File: config.mk
export PLATFORM = sky130hd
export DESIGN_NAME = interval_timer_sched
export DESIGN_NICKNAME = d
export VERILOG_FILES = /design/src/rtl/timer_sched_pkg.sv /design/src/rtl/interval_timer_sched_rr_arbiter.sv /design/src/rtl/interval_timer_sched.sv
export SDC_FILE = /design/constraint.sdc
export NUM_CORES = 1
export LEC_CHECK = 0
export BUFFER_PORTS_ARGS = -buffer_cell sky130_fd_sc_hd__clkbuf_2
export CORE_MARGIN = 1
export CORE_UTILIZATION = 30
export DETAILED_ROUTE_END_ITERATION = 8
export MAX_ROUTING_LAYER = met4
export SYNTH_ARGS = -nofsm -noshare
export SYNTH_HDL_FRONTEND = slang
export SYNTH_SLANG_ARGS = --single-unit
File: constraint.sdc
create_clock -name CLK -period 2.8 [get_ports CLK]
set_clock_uncertainty 0.15 [all_clocks]
set_input_delay 0.56 -clock CLK [delete_from_list [all_inputs] [get_ports CLK]]
set_output_delay 0.56 -clock CLK [all_outputs]
set_load 0.02 [all_outputs]
File: src/rtl/timer_sched_pkg.sv
// Shared types and helpers for the interval timer scheduler.
package timer_sched_pkg;

  localparam int CNT_W = 4;

  typedef enum logic [1:0] {
    IDLE = 2'd0,
    LOAD = 2'd1,
    RUN  = 2'd2,
    FIN  = 2'd3
  } state_e;

  // Preload so the counter reaches 15 after exactly N counts; N=0 loads 0 for 16 counts.
  function automatic logic [CNT_W-1:0] load_val(input logic [CNT_W-1:0] dur);
    return {CNT_W{1'b0}} - dur;
  endfunction

endpackage

File: src/rtl/interval_timer_sched_rr_arbiter.sv
// Combinational round-robin picker: first set request after ptr, wrapping modulo NREQ.
module rr_arbiter #(
  parameter int NREQ = 4,
  parameter int IW   = 2
) (
  input  logic [NREQ-1:0] req,
  input  logic [IW-1:0]   ptr,
  output logic [NREQ-1:0] gnt,
  output logic [IW-1:0]   idx,
  output logic            valid
);

  logic [IW-1:0] cand_s;
  logic          hit_s;

  // Walk ptr+1 .. ptr+NREQ and keep the first requester found.
  always_comb begin
    cand_s = ptr;
    valid  = 1'b0;
    idx    = '0;
    hit_s  = 1'b0;
    for (int k = 0; k < NREQ; k++) begin
      cand_s = (cand_s == IW'(NREQ - 1)) ? '0 : cand_s + IW'(1);
      hit_s  = req[cand_s] & ~valid;
      idx    = hit_s ? cand_s : idx;
      valid  = valid | req[cand_s];
    end
    gnt = valid ? (NREQ'(1) << idx) : '0;
  end

endmodule

File: src/rtl/interval_timer_sched.sv
// Shares one LS161-style counter among NREQ requesters as a round-robin interval timer.
module interval_timer_sched
  import timer_sched_pkg::*;
#(
  parameter int NREQ = 4,
  parameter int W    = CNT_W
) (
  input  logic            CLK,
  input  logic            CLR_n,
  input  logic [NREQ-1:0] REQ,
  input  logic [NREQ*W-1:0] DUR,
  input  logic            PAUSE,
  output logic [NREQ-1:0] GNT,
  output logic [NREQ-1:0] DONE,
  output logic            BUSY,
  output logic [W-1:0]    CNT_D,
  output logic            CNT_LOAD_n,
  output logic            CNT_ENP,
  output logic            CNT_ENT,
  input  logic            CNT_RCO
);

  localparam int IW = (NREQ > 1) ? $clog2(NREQ) : 1;

  state_e          state_q, state_d;
  logic [NREQ-1:0] gnt_q, gnt_d;
  logic [IW-1:0]   idx_q, idx_d;
  logic [IW-1:0]   ptr_q, ptr_d;
  logic [W-1:0]    load_q, load_d;

  logic [NREQ-1:0] arb_gnt_s;
  logic [IW-1:0]   arb_idx_s;
  logic            arb_valid_s;
  logic [W-1:0]    dur_sel_s;
  logic            req_held_s;

  rr_arbiter #(.NREQ(NREQ), .IW(IW)) u_arb (
    .req   (REQ),
    .ptr   (ptr_q),
    .gnt   (arb_gnt_s),
    .idx   (arb_idx_s),
    .valid (arb_valid_s)
  );

  // Duration of the arbitration winner.
  always_comb begin
    dur_sel_s = '0;
    for (int i = 0; i < NREQ; i++) begin
      dur_sel_s = (arb_idx_s == IW'(i)) ? DUR[i*W +: W] : dur_sel_s;
    end
  end

  assign req_held_s = |(REQ & gnt_q);

  // Next-state logic; an abort outranks ripple-carry, and PAUSE blocks the exit.
  always_comb begin
    state_d = state_q;
    gnt_d   = gnt_q;
    idx_d   = idx_q;
    ptr_d   = ptr_q;
    load_d  = load_q;
    case (state_q)
      IDLE: begin
        if (arb_valid_s) begin
          state_d = LOAD;
          gnt_d   = arb_gnt_s;
          idx_d   = arb_idx_s;
          load_d  = load_val(dur_sel_s);
        end else begin
          state_d = IDLE;
        end
      end
      LOAD: state_d = RUN;
      RUN: begin
        if (!req_held_s) begin
          state_d = IDLE;
          gnt_d   = '0;
          ptr_d   = idx_q;
        end else if (CNT_RCO && !PAUSE) begin
          state_d = FIN;
        end else begin
          state_d = RUN;
        end
      end
      FIN: begin
        state_d = IDLE;
        gnt_d   = '0;
        ptr_d   = idx_q;
      end
      default: begin
        state_d = IDLE;
        gnt_d   = '0;
      end
    endcase
  end

  // State registers, cleared together with the shared counter.
  always_ff @(posedge CLK or negedge CLR_n) begin
    if (!CLR_n) begin
      state_q <= IDLE;
      gnt_q   <= '0;
      idx_q   <= '0;
      ptr_q   <= IW'(NREQ - 1);
      load_q  <= '0;
    end else begin
      state_q <= state_d;
      gnt_q   <= gnt_d;
      idx_q   <= idx_d;
      ptr_q   <= ptr_d;
      load_q  <= load_d;
    end
  end

  assign GNT        = gnt_q;
  assign DONE       = (state_q == FIN) ? gnt_q : '0;
  assign BUSY       = (state_q != IDLE);
  assign CNT_D      = load_q;
  assign CNT_LOAD_n = (state_q != LOAD);
  assign CNT_ENT    = (state_q == RUN);
  assign CNT_ENP    = (state_q == RUN) & ~PAUSE;

endmodule

==> metrics <==
global route overflow=0; clock root buffer=clkbuf_4; Max Slew Vio Count=0; top routing layer in use=met4; via count=approximately 840; Metal-1 WL=about 850 um; Post-Syn Nets=~120; Worst-Skew Late Latency=~280 ps; Crit path required time=around 2900 ps; min cycle time layout=between 2000 and 3000 ps; post-synthesis sequential area ratio=40.29%; Wirelength per Cell=11.43 um; cells after synthesis=between 90 and 100; slowest CP cell=dfstp_2; leading post-synthesis cells by cell area=dfrtp_1 (34%), mux2i_1 (14%), nand2_1 (8.6%), dfstp_2 (6.0%), and3_1 (2.9%); vias per inst=4.976; Fin. Hold Viols=0; fin nets=approximately 170; Reg power frac=28.0%; Synth Flop Type=dfrtp_1; Power Dens Cells=approximately 1200 mW/mm2; first-pass GRT wire length=between 3000 and 4000 um; met2 WL=~950 um; top-count cell post-synth=nand2_1; Rel. slew slack=67.07%; synthesis warning total=0; chip width=about 56 um; met3 routed WL=approximately 120 um; # hold bufs at CTS=0; RSZ-0062 raised after global routing=no; synthesized area per cell=9.520 um2; overall die area=between 0.003 and 0.004 mm2; Die H=56.03 um; Clock H-tree levels=1; Fillers=about 280; Antenna Nets Post-Route=0; switching part of the total=a little under half; Worst Path Buf+Inv=2; net switching power=629.0 uW; fmax=381.9 MHz; Netlist cell types=32; ratio of cells with drive above 1 in the final layout=between 40% and 50%; cell taking the most area after synthesis=dfrtp_1; share of total power in combinational logic=approximately three fifths; # setup viols final=0; Cell Int Power=about 750 uW; Crit Path Category=flop to flop; Top Ports=40; total power=1381 uW; FF-to-FF path depth=11; initial core utilization=a little under a third; CP Capture Type=flop; vias in the first global route=~830; period utilisation layout=93.52%; FP Rows=19; Starting DRT DRC Count=16; CTS Buf Count=3; global placement routability congestion=approximately 0.75; deepest clock path buffer count=2; crit-path cells=ha_1 > or2b_1 > o21ai_1 > a21oi_2 > buf_4 > mux2i_1 > mux2i_1 > inv_1 > ha_1 > xor2_1 > o21ai_1; CTS tree=built; clk sinks=14; Resize count post-CTS=0; Crit Path Max Fanout=6; DRC=0; post-synth top area share=~34%; MaxCap Viol Count=0; largest net degree at the start of global routing=15; delay-heaviest family, CP=flip-flops; Startpoint Class=flop; Hold WC Path Type=primary input to async pin; port bufs=39; final setup TNS=0 ps; routed wire length=just under 2000 um; post-DP HPWL=1563 um; top cells by count, synth=nand2_1 (20), dfrtp_1 (12), mux2i_1 (12); all-layer global routing usage=about 14%; Pleak=0.0006360 uW; clk slew on worst S/H paths=about 90 ps; slowest stage delay, CP=just under 600 ps; Diodes inserted=0; Core ar.=0.002758 mm2; register-to-register path setup slack=roughly 180 ps; Clock Power Share=10.6%; worst slew pin tran=a little under 500 ps; r2r endpoint=CNT_D[2]$_DFFE_PN0P_; EDFF count, synth=0; asr flop ratio synth=100.0%; Critical Path AT=roughly 2700 ps; outcome=finished, final reports clean; FF+latch count, synth=14; peak supply drop=about 0.00065 V; area grow syn2layout=33.43%; worst r2r src=ptr_q[0]$_DFFE_PN1P_; initial antenna violation count=0; router iterations before antenna repair=4; mapped cell area=slightly below 900 um2
worst max-delay path by stage:
stage	cells after the start	slack (ps)	end	start
6_report	11	180	CNT_D[2]$_DFFE_PN0P_	ptr_q[0]$_DFFE_PN1P_
5_1_grt	9	0.2	CNT_D[3]$_DFFE_PN0P_	ptr_q[0]$_DFFE_PN1P_
4_1_cts	9	130	CNT_D[2]$_DFFE_PN0P_	ptr_q[0]$_DFFE_PN1P_
3_5_place_dp	9	130	CNT_D[2]$_DFFE_PN0P_	ptr_q[0]$_DFFE_PN1P_
3_3_place_gp	9	210	CNT_D[2]$_DFFE_PN0P_	ptr_q[0]$_DFFE_PN1P_
2_1_floorplan	8	290	CNT_D[2]$_DFFE_PN0P_	ptr_q[0]$_DFFE_PN1P_
timing repair:
item / 4_1_cts / 5_1_grt
setup buffers: 0 / 2
hold endpoints to repair: 0 / 0
endpoints found under the setup margin: 0 / 2
cells by family (layout without fill, tap and decap cells):
group	after synthesis	count (layout)	share of synthesized area, %
AOI/OAI and AO/OA	19	19	17.00
xor gates and xnor gates	1	1	1.000
adders and majority gates	2	2	2.857
buffers and inverters	5	51	2.999
DFF	14	14	40.29
muxes	14	14	16.29
and+or+nand+nor	37	37	19.57
sequential cells by signal, summed over array words and instances (netlist names):
register / count
CNT_D: 4
GNT: 4
idx_q: 2
ptr_q: 2
state_q: 2
metrics by stage:
stage	instance area [um2]	setup slack, ps	hold WS, ps	utilization (%)	std cells
global route	1169	0.2243	44.90	42.38	169
floorplan	875.8	294.6	114.4	-	92
CTS	1154	126.2	26.49	41.83	167
global placement	1117	209.6	306.9	40.52	163
detailed placement	1117	131.2	309.1	40.52	163
finish	1169	181.4	18.79	42.38	169
cell usage in the layout (no fill, tap or decap), types with 2 or more instances in the layout:
cell and instances:
a22oi_1 2, and3_1 4, buf_4 5, clkbuf_2 39, clkbuf_4 3, dfrtp_1 12
dfstp_2 2, ha_1 2, inv_1 3, mux2_2 2, mux2i_1 12, nand2_1 20
nor2_1 4, nor2b_1 2, nor4_1 2, o21ai_0 2, o21ai_1 4, o31ai_1 2
power groups by stage:
stage	Combinational [uW]	Clock (uW)	Sequential [uW]
after global placement	818	0	385
after CTS	840	151	388
after detailed placement	835	0	392
after global routing	943	162	407
after floorplan	571	0	429
final	848	147	387
metal layers:
layer / vias to the layer above / global-route usage (%)
li1: 422 / -
met1: 387 / 16.18
met2: 30 / 24.15
met3: 2 / 4.419
met4: 0 / 2.091
met5: - / -
area by class of cell:
cell class	count	area, um2	area share (%)
Inverter	3	11.26	0.9636
Multi-Input combinational cell	73	496.7	42.51
Timing Repair Buffer	44	232.7	19.91
Sequential cell	14	352.8	30.19
Tap cell	31	38.79	3.319
Clock buffer	4	36.28	3.105
Power figures use the tool's default switching activity.
